--- config.mk ---
export PLATFORM = sky130hd
export DESIGN_NAME = parking_occupancy_display_flat
export DESIGN_NICKNAME = d
export VERILOG_FILES = /design/src/rtl/parking_occupancy_display_if.sv /design/src/rtl/parking_occupancy_display.sv /design/src/flat_wrapper.sv
export SDC_FILE = /design/constraint.sdc
export NUM_CORES = 1
export LEC_CHECK = 0
export CORE_MARGIN = 2
export CORE_UTILIZATION = 55
export CTS_CLUSTER_DIAMETER = 60
export DETAILED_ROUTE_END_ITERATION = 6
export PLACE_DENSITY = 0.75
export SYNTH_ARGS = -nofsm -noshare
export SYNTH_HDL_FRONTEND = slang
export SYNTH_SLANG_ARGS = --single-unit
--- constraint.sdc ---
create_clock -name clk -period 11.8 [get_ports clk]
set_input_delay 2.36 -clock clk [delete_from_list [all_inputs] [get_ports clk]]
set_output_delay 2.36 -clock clk [all_outputs]
set_load 0.01 [all_outputs]
--- src/rtl/parking_occupancy_display_if.sv ---
// Sensor, control and display signals for parking_occupancy_display.
// slave is the occupancy block's view; master is the driving/observing side.
interface parking_occupancy_display_if #(
    parameter int unsigned NUM_SLOTS  = 15,
    parameter int unsigned NUM_DIGITS = 4
);
    localparam int unsigned CNT_W = $clog2(NUM_SLOTS + 1);

    logic [NUM_SLOTS-1:0]  cars;
    logic                  show_free;
    logic [CNT_W-1:0]      count;
    logic                  full;
    logic                  empty;
    logic                  occ_inc;
    logic                  occ_dec;
    logic [6:0]            seg;
    logic [NUM_DIGITS-1:0] an;

    modport slave (
        input  cars, show_free,
        output count, full, empty, occ_inc, occ_dec, seg, an
    );

    modport master (
        output cars, show_free,
        input  count, full, empty, occ_inc, occ_dec, seg, an
    );
endinterface

--- src/rtl/parking_occupancy_display.sv ---
// Debounced slot occupancy counter with flags, change pulses and a scanned
// multi-digit seven-segment readout of occupied or free slots.
module parking_occupancy_display #(
    parameter int unsigned NUM_SLOTS       = 15,
    parameter int unsigned NUM_DIGITS      = 4,
    parameter int unsigned DEBOUNCE_CYCLES = 250000,
    parameter int unsigned REFRESH_DIV     = 100000
) (
    input  logic clk,
    input  logic rst,
    parking_occupancy_display_if.slave bus
);
    localparam int unsigned CNT_W = $clog2(NUM_SLOTS + 1);
    localparam int unsigned DB_W  = $clog2(DEBOUNCE_CYCLES + 1);
    localparam int unsigned PR_W  = $clog2(REFRESH_DIV);
    localparam int unsigned IDX_W = (NUM_DIGITS > 1) ? $clog2(NUM_DIGITS) : 1;
    localparam int unsigned BCD_W = 4 * NUM_DIGITS;

    logic [NUM_SLOTS-1:0]           sync1_q, sync1_d, sync2_q, sync2_d;
    logic [NUM_SLOTS-1:0]           deb_q, deb_d;
    logic [NUM_SLOTS-1:0][DB_W-1:0] dbc_q, dbc_d;
    logic [CNT_W-1:0]               count_q, count_d, pop;
    logic                           full_q, full_d, empty_q, empty_d;
    logic                           inc_q, inc_d, dec_q, dec_d;
    logic [PR_W-1:0]                presc_q, presc_d;
    logic [IDX_W-1:0]               idx_q, idx_d;
    logic [NUM_DIGITS-1:0]          an_q, an_d;
    logic [6:0]                     seg_q, seg_d;

    logic [CNT_W-1:0]      disp_val;
    logic [BCD_W-1:0]      bcd;
    logic [NUM_DIGITS-1:0] blank;
    logic [3:0]            sel_digit;
    logic                  sel_blank;
    logic                  seen;
    logic                  tick;

    function automatic logic [6:0] seg7(input logic [3:0] d);
        case (d)
            4'd0:    seg7 = 7'b1000000;
            4'd1:    seg7 = 7'b1111001;
            4'd2:    seg7 = 7'b0100100;
            4'd3:    seg7 = 7'b0110000;
            4'd4:    seg7 = 7'b0011001;
            4'd5:    seg7 = 7'b0010010;
            4'd6:    seg7 = 7'b0000010;
            4'd7:    seg7 = 7'b1111000;
            4'd8:    seg7 = 7'b0000000;
            4'd9:    seg7 = 7'b0010000;
            default: seg7 = 7'b1111111;
        endcase
    endfunction

    always_comb begin
        sync1_d = bus.cars;
        sync2_d = sync1_q;
        deb_d   = deb_q;
        dbc_d   = dbc_q;
        for (int unsigned i = 0; i < NUM_SLOTS; i++) begin
            if (sync2_q[i] == deb_q[i]) begin
                dbc_d[i] = '0;
            end else if (dbc_q[i] == DB_W'(DEBOUNCE_CYCLES - 1)) begin
                deb_d[i] = sync2_q[i];
                dbc_d[i] = '0;
            end else begin
                dbc_d[i] = dbc_q[i] + DB_W'(1);
            end
        end
    end

    always_comb begin
        pop = '0;
        for (int unsigned i = 0; i < NUM_SLOTS; i++) begin
            pop = pop + CNT_W'(deb_q[i]);
        end
        count_d = pop;
        full_d  = (pop == CNT_W'(NUM_SLOTS));
        empty_d = (pop == '0);
        inc_d   = (pop > count_q);
        dec_d   = (pop < count_q);
    end

    always_comb begin
        disp_val = bus.show_free ? (CNT_W'(NUM_SLOTS) - count_q) : count_q;
        bcd = '0;
        for (int unsigned b = CNT_W; b > 0; b--) begin
            for (int unsigned d = 0; d < NUM_DIGITS; d++) begin
                if (bcd[d*4 +: 4] >= 4'd5) bcd[d*4 +: 4] = bcd[d*4 +: 4] + 4'd3;
            end
            bcd = {bcd[BCD_W-2:0], disp_val[b-1]};
        end
        // Blank every digit with no non-zero digit at or above it, except digit 0.
        seen = 1'b0;
        for (int unsigned k = NUM_DIGITS; k > 0; k--) begin
            seen       = seen | (bcd[(k-1)*4 +: 4] != 4'd0);
            blank[k-1] = ~seen && (k != 1);
        end
        sel_digit = '0;
        sel_blank = 1'b1;
        for (int unsigned d = 0; d < NUM_DIGITS; d++) begin
            if (idx_q == IDX_W'(d)) begin
                sel_digit = bcd[d*4 +: 4];
                sel_blank = blank[d];
            end
        end
    end

    // idx_q names the digit to drive on the coming tick, so the first tick
    // after reset lights digit 0 and the index then moves on.
    always_comb begin
        tick    = (presc_q == PR_W'(REFRESH_DIV - 1));
        presc_d = tick ? '0 : presc_q + PR_W'(1);
        idx_d   = idx_q;
        an_d    = an_q;
        seg_d   = seg_q;
        if (tick) begin
            an_d  = ~(NUM_DIGITS'(1) << idx_q);
            seg_d = sel_blank ? '1 : seg7(sel_digit);
            idx_d = (idx_q == IDX_W'(NUM_DIGITS - 1)) ? '0 : idx_q + IDX_W'(1);
        end
    end

    always_ff @(posedge clk or posedge rst) begin
        if (rst) begin
            sync1_q <= '0;
            sync2_q <= '0;
            deb_q   <= '0;
            dbc_q   <= '0;
            count_q <= '0;
            full_q  <= 1'b0;
            empty_q <= 1'b1;
            inc_q   <= 1'b0;
            dec_q   <= 1'b0;
            presc_q <= '0;
            idx_q   <= '0;
            an_q    <= '1;
            seg_q   <= '1;
        end else begin
            sync1_q <= sync1_d;
            sync2_q <= sync2_d;
            deb_q   <= deb_d;
            dbc_q   <= dbc_d;
            count_q <= count_d;
            full_q  <= full_d;
            empty_q <= empty_d;
            inc_q   <= inc_d;
            dec_q   <= dec_d;
            presc_q <= presc_d;
            idx_q   <= idx_d;
            an_q    <= an_d;
            seg_q   <= seg_d;
        end
    end

    assign bus.count   = count_q;
    assign bus.full    = full_q;
    assign bus.empty   = empty_q;
    assign bus.occ_inc = inc_q;
    assign bus.occ_dec = dec_q;
    assign bus.seg     = seg_q;
    assign bus.an      = an_q;
endmodule

--- src/flat_wrapper.sv ---
// flat-port wrapper written by rule: the top's interface ports become plain ports
module parking_occupancy_display_flat 
#(
    parameter int unsigned NUM_SLOTS       = 15,
    parameter int unsigned NUM_DIGITS      = 4,
    parameter int unsigned DEBOUNCE_CYCLES = 250000,
    parameter int unsigned REFRESH_DIV     = 100000
)
  (clk, rst, bus_cars, bus_show_free, bus_count, bus_full, bus_empty, bus_occ_inc, bus_occ_dec, bus_seg, bus_an);
  parking_occupancy_display_if #(.NUM_SLOTS(NUM_SLOTS), .NUM_DIGITS(NUM_DIGITS)) bus_i ();
  input  logic clk;
  input  logic rst;
  input wire logic [$bits(bus_i.cars)-1:0] bus_cars;
  input wire logic [$bits(bus_i.show_free)-1:0] bus_show_free;
  output wire logic [$bits(bus_i.count)-1:0] bus_count;
  output wire logic [$bits(bus_i.full)-1:0] bus_full;
  output wire logic [$bits(bus_i.empty)-1:0] bus_empty;
  output wire logic [$bits(bus_i.occ_inc)-1:0] bus_occ_inc;
  output wire logic [$bits(bus_i.occ_dec)-1:0] bus_occ_dec;
  output wire logic [$bits(bus_i.seg)-1:0] bus_seg;
  output wire logic [$bits(bus_i.an)-1:0] bus_an;
  assign bus_i.cars = bus_cars;
  assign bus_i.show_free = bus_show_free;
  assign bus_count = bus_i.count;
  assign bus_full = bus_i.full;
  assign bus_empty = bus_i.empty;
  assign bus_occ_inc = bus_i.occ_inc;
  assign bus_occ_dec = bus_i.occ_dec;
  assign bus_seg = bus_i.seg;
  assign bus_an = bus_i.an;
  parking_occupancy_display #(.NUM_SLOTS(NUM_SLOTS), .NUM_DIGITS(NUM_DIGITS), .DEBOUNCE_CYCLES(DEBOUNCE_CYCLES), .REFRESH_DIV(REFRESH_DIV)) u_core (.clk(clk), .rst(rst), .bus(bus_i));
endmodule
==> results.py <==
metrics = {
    "critical_path": {
        "r2r_end": "u_core.bus.occ_inc",
        "cp.required_ns": 12.19,
        "r2r-start": "u_core.deb_q[0]",
        "reg2reg_depth": 15,
        "worstPathMaxFanout": 4,
        "critPathKind": "flip-flop to flip-flop",
        "arrival_ns": 4.90,
        "reg2reg_slack_ns": 7.29,
        "cp-start-kind": "flip-flop",
        "end_kind": "flip-flop",
    },
    "logic_synthesis": {
        "ys_seq_area_share_pct": 52.8,
        "postSynthCellCount": 1659,
        "synth_edf_count": 0,
        "synthDistinctLibCells": 53,
        "syn_nets": 1721,
        "ys_warn_count": 0,
        "syn_area_per_cell_um2": 10.1,
        "synthArstFlopShare_pct": 100,
        "netlist_area_um2": 16700,
        "synthFlopType": "dfrtp_1",
        "ys_seq_elements": 353,
    },
    "global_routing": {
        "grt_pass1_vias": 11500,
        "use_met2_pct": 31.9,
        "grtUsageTotal_pct": 19.5,
        "met3_usage_pct": 3.20,
        "grt_antenna_before_repair": 0,
        "grt_max_degree": 75,
        "overflow": 0,
        "grt.met1_usage_pct": 26.6,
        "grt_pass1_wl_um": 52100,
        "top_usage_layer": "met2",
    },
    "cts": {
        "worstSkewPairLatency_ns": 0.53,
        "cts_resized": 0,
        "cts_max_path_buffers": 3,
        "cts_root_buf": "clkbuf_16",
        "ctsHoldBuffers": 0,
        "cts_made_buffers": 39,
        "h-tree-depth": 2,
        "clk_pin_slew_worst_paths_ns": 0.06,
        "cts_tree": "done",
        "clock_sinks": 353,
        "postCtsSetupBuffers": 0,
    },
    "timing": {
        "worstMarginPinSlew_ns": 0.881,
        "rsz0062_at_grt": "no",
        "max_freq_mhz": 222,
        "min_period_ns": 4.51,
        "setup_slack_ns": 7.29,
        "setup_violations": 0,
        "relSlewSlack_pct": 40.4,
        "slew_violations": 0,
        "clock-skew-final_ns": 0.0116,
        "final.setup.tns_ns": 0,
        "finalCritPeriodShare_pct": 38.2,
        "finalHoldViolCount": 0,
    },
    "power": {
        "vdd_drop_max_v": 0.000134,
        "comb_power_share_pct": 3.0,
        "internal_power_w": 0.00193,
        "seq_power_share_pct": 50.5,
        "leakagePower_nw": 7.81,
        "p_switching_w": 0.000538,
        "netSwitchingFraction_pct": 21.8,
        "powerDensity_nw_per_um2": 132,
        "clkPwrFrac_pct": 46.5,
    },
    "drt": {
        "wl_per_cell_um": 13.9,
        "postRouteAntennaNets": 0,
        "dr_total_vias": 11400,
        "drt-initial-drc-count": 775,
        "totalWireLength_um": 29500,
        "drc_errors": 0,
        "routed_via_density": 5.37,
        "firstDrtPassIters": 5,
    },
    "floorplanning": {
        "dieWidth_um": 179,
        "start_util_pct": 56.2,
        "dieArea_um2": 31900,
        "die_height_um": 179,
        "core_um2": 29800,
        "ios": 37,
        "row_count": 63,
    },
    "layout": {
        "drive_gt1_share_pct": 5.82,
        "area_growth_pct": 11.5,
        "n_fill_cell": 2356,
        "final_net_count": 1769,
        "fin_area_um2": 18700,
        "fin_util_pct": 62.7,
        "antenna_cells": 0,
    },
    "worst_hold_path": {
        "min-delay-start": "u_core.sync1_q[4]",
        "hold_path_class": "flip-flop to flip-flop",
        "hold_path_end": "u_core.sync2_q[4]",
        "hold_depth": 0,
    },
    "place": {
        "place_ws_ns": 6.81,
        "dpl_cell_area_um2": 17500,
        "port-buffer-count": 36,
        "dp_hpwl_um": 20000,
        "gp_congestion": 0.847,
    },
    "job": {
        "cap_violations": 0,
    },
    "run_status": {
        "status": "finished, final reports clean",
    },
}
==> sequential cells by signal (all words and copies together) (netlist names) <==
name,flops
u_core.dbc_q,270
u_core.sync1_q,15
u_core.bus.seg,7
u_core.bus.occ_dec,1
u_core.bus.an,4
u_core.presc_q,17
u_core.deb_q,15
u_core.sync2_q,15
u_core.bus.occ_inc,1
u_core.bus.count,4
u_core.idx_q,2
u_core.bus.full,1
u_core.bus.empty,1
==> per-layer routing <==
| layer | vias up | wire [um] |
|---|---|---|
| met5 | - | 0 |
| met1 | 5546 | 13800 |
| li1 | 5666 | - |
| met4 | 0 | 774 |
| met2 | 150 | 13900 |
| met3 | 48 | 1050 |
==> per-stage QoR <==
step	instances	power [W]	hold WS (ns)
floorplan	1659	0.00132	0.331
global placement	2056	0.00134	0.333
detailed placement	2056	0.00134	0.335
CTS	2126	0.00250	0.349
global route	2126	0.00256	0.359
finish	2126	0.00247	0.347
==> worst max-delay path, cell delays in order, from the launching register on <==
cell and delay, ns:
dfrtp_1 0.40, ha_1 0.30, inv_1 0.07, fa_1 0.44
fa_1 0.56, fa_1 0.44, fa_1 0.49, inv_1 0.05
ha_1 0.20, fa_1 0.38, xor2_1 0.33, ha_1 0.31
o21ai_0 0.08, nand2b_1 0.07, a21oi_1 0.19, a41oi_1 0.06
==> Yosys cell counts (all sizes together) (2+ instances only) <==
cell type	count	area, um^2
a21o	3	22.5
a21oi	7	35.0
a31oi	5	31.3
and2	3	18.8
and3	31	194
and4	8	70.1
buf	22	140
clkbuf	13	48.8
dfrtp	341	8530
dfstp	12	315
fa	9	180
ha	35	438
inv	63	236
mux2	9	101
mux2i	3	30.0
nand2	104	390
nand2b	11	68.8
nand3	127	636
nand3b	13	97.6
nand4	49	307
nor2	351	1320
nor2b	9	56.3
nor3	44	220
nor3b	5	37.5
nor4	56	413
nor4b	14	129
nor4bb	2	20.0
o211ai	2	15.0
o21ai	13	65.1
o21bai	2	15.0
or2	5	31.3
or3	2	12.5
xnor2	159	1390
xor2	114	998
==> cell usage in the layout (no fill, tap or decap), types with 3 or more instances in the layout <==
cell and count:
o21ai_0 12, ha_1 35, a31oi_1 5, mux2i_1 3, clkdlybuf4s50_1 36, and3_1 31
clkbuf_1 14, nor4_2 10, nand2_1 104, nand2b_1 11, nor3_1 44, a21o_1 3
dfrtp_1 341, nor4b_1 13, nand3b_1 13, buf_4 6, nor2_1 351, nor3b_1 5
xnor2_1 159, nand3_1 127, dfstp_2 12, mux2_2 9, and2_1 3, inv_1 62
inv_6 3, or2_1 3, fa_1 9, and4_1 8, clkinv_2 6, clkbuf_8 3
clkbuf_16 39, a21oi_1 7, xor2_1 114, nor2b_1 9, nand4_1 49, nor4_1 46
==> power by group through the flow <==
stage	logic [W]	registers [W]	clock network [W]
6_report	0.0000738	0.00125	0.00115
3_3_place_gp	0.0000745	0.00127	0
2_1_floorplan	0.0000577	0.00126	0
3_5_place_dp	0.0000763	0.00127	0
4_1_cts	0.0000770	0.00125	0.00118
5_1_grt	0.0000875	0.00125	0.00123
==> logic make-up after synthesis <==
logic type                 Yosys count  share of synthesized area, %
buffers and inverters               98                          2.54
and+or+nand+nor                    837                          24.2
AOI/OAI and AO/OA                   42                          1.70
xor gates and xnor gates           273                          14.3
DFF                                353                          52.8
muxes                               12                         0.784
adders and majority gates           44                          3.69
==> final cells by class <==
| type | count | area, um^2 | area share, % |
|---|---|---|---|
| clock buffers | 56 | 1070 | 5.73 |
| clock inverters | 14 | 141 | 0.757 |
| inverters | 63 | 240 | 1.29 |
| multi-input cells | 1208 | 7470 | 40.0 |
| flip-flops and latches | 353 | 8850 | 47.4 |
| well taps | 390 | 488 | 2.61 |
| repair buffers | 42 | 405 | 2.17 |
==> worst max path at each step <==
| stage | from | end | slack [ns] | depth (start not counted) |
|---|---|---|---|---|
| global route | u_core.deb_q[0] | u_core.bus.occ_inc | 6.97 | 15 |
| CTS | u_core.deb_q[0] | u_core.bus.occ_inc | 7.26 | 15 |
| finish | u_core.deb_q[0] | u_core.bus.occ_inc | 7.29 | 15 |
| detailed placement | rst | u_core.dbc_q[163] | 6.81 | 4 |
| global placement | rst | u_core.dbc_q[171] | 6.83 | 4 |
| floorplan | rst | u_core.bus.count[0] | 4.72 | 1 |
No activity file was read; power rests on OpenSTA's default activity.
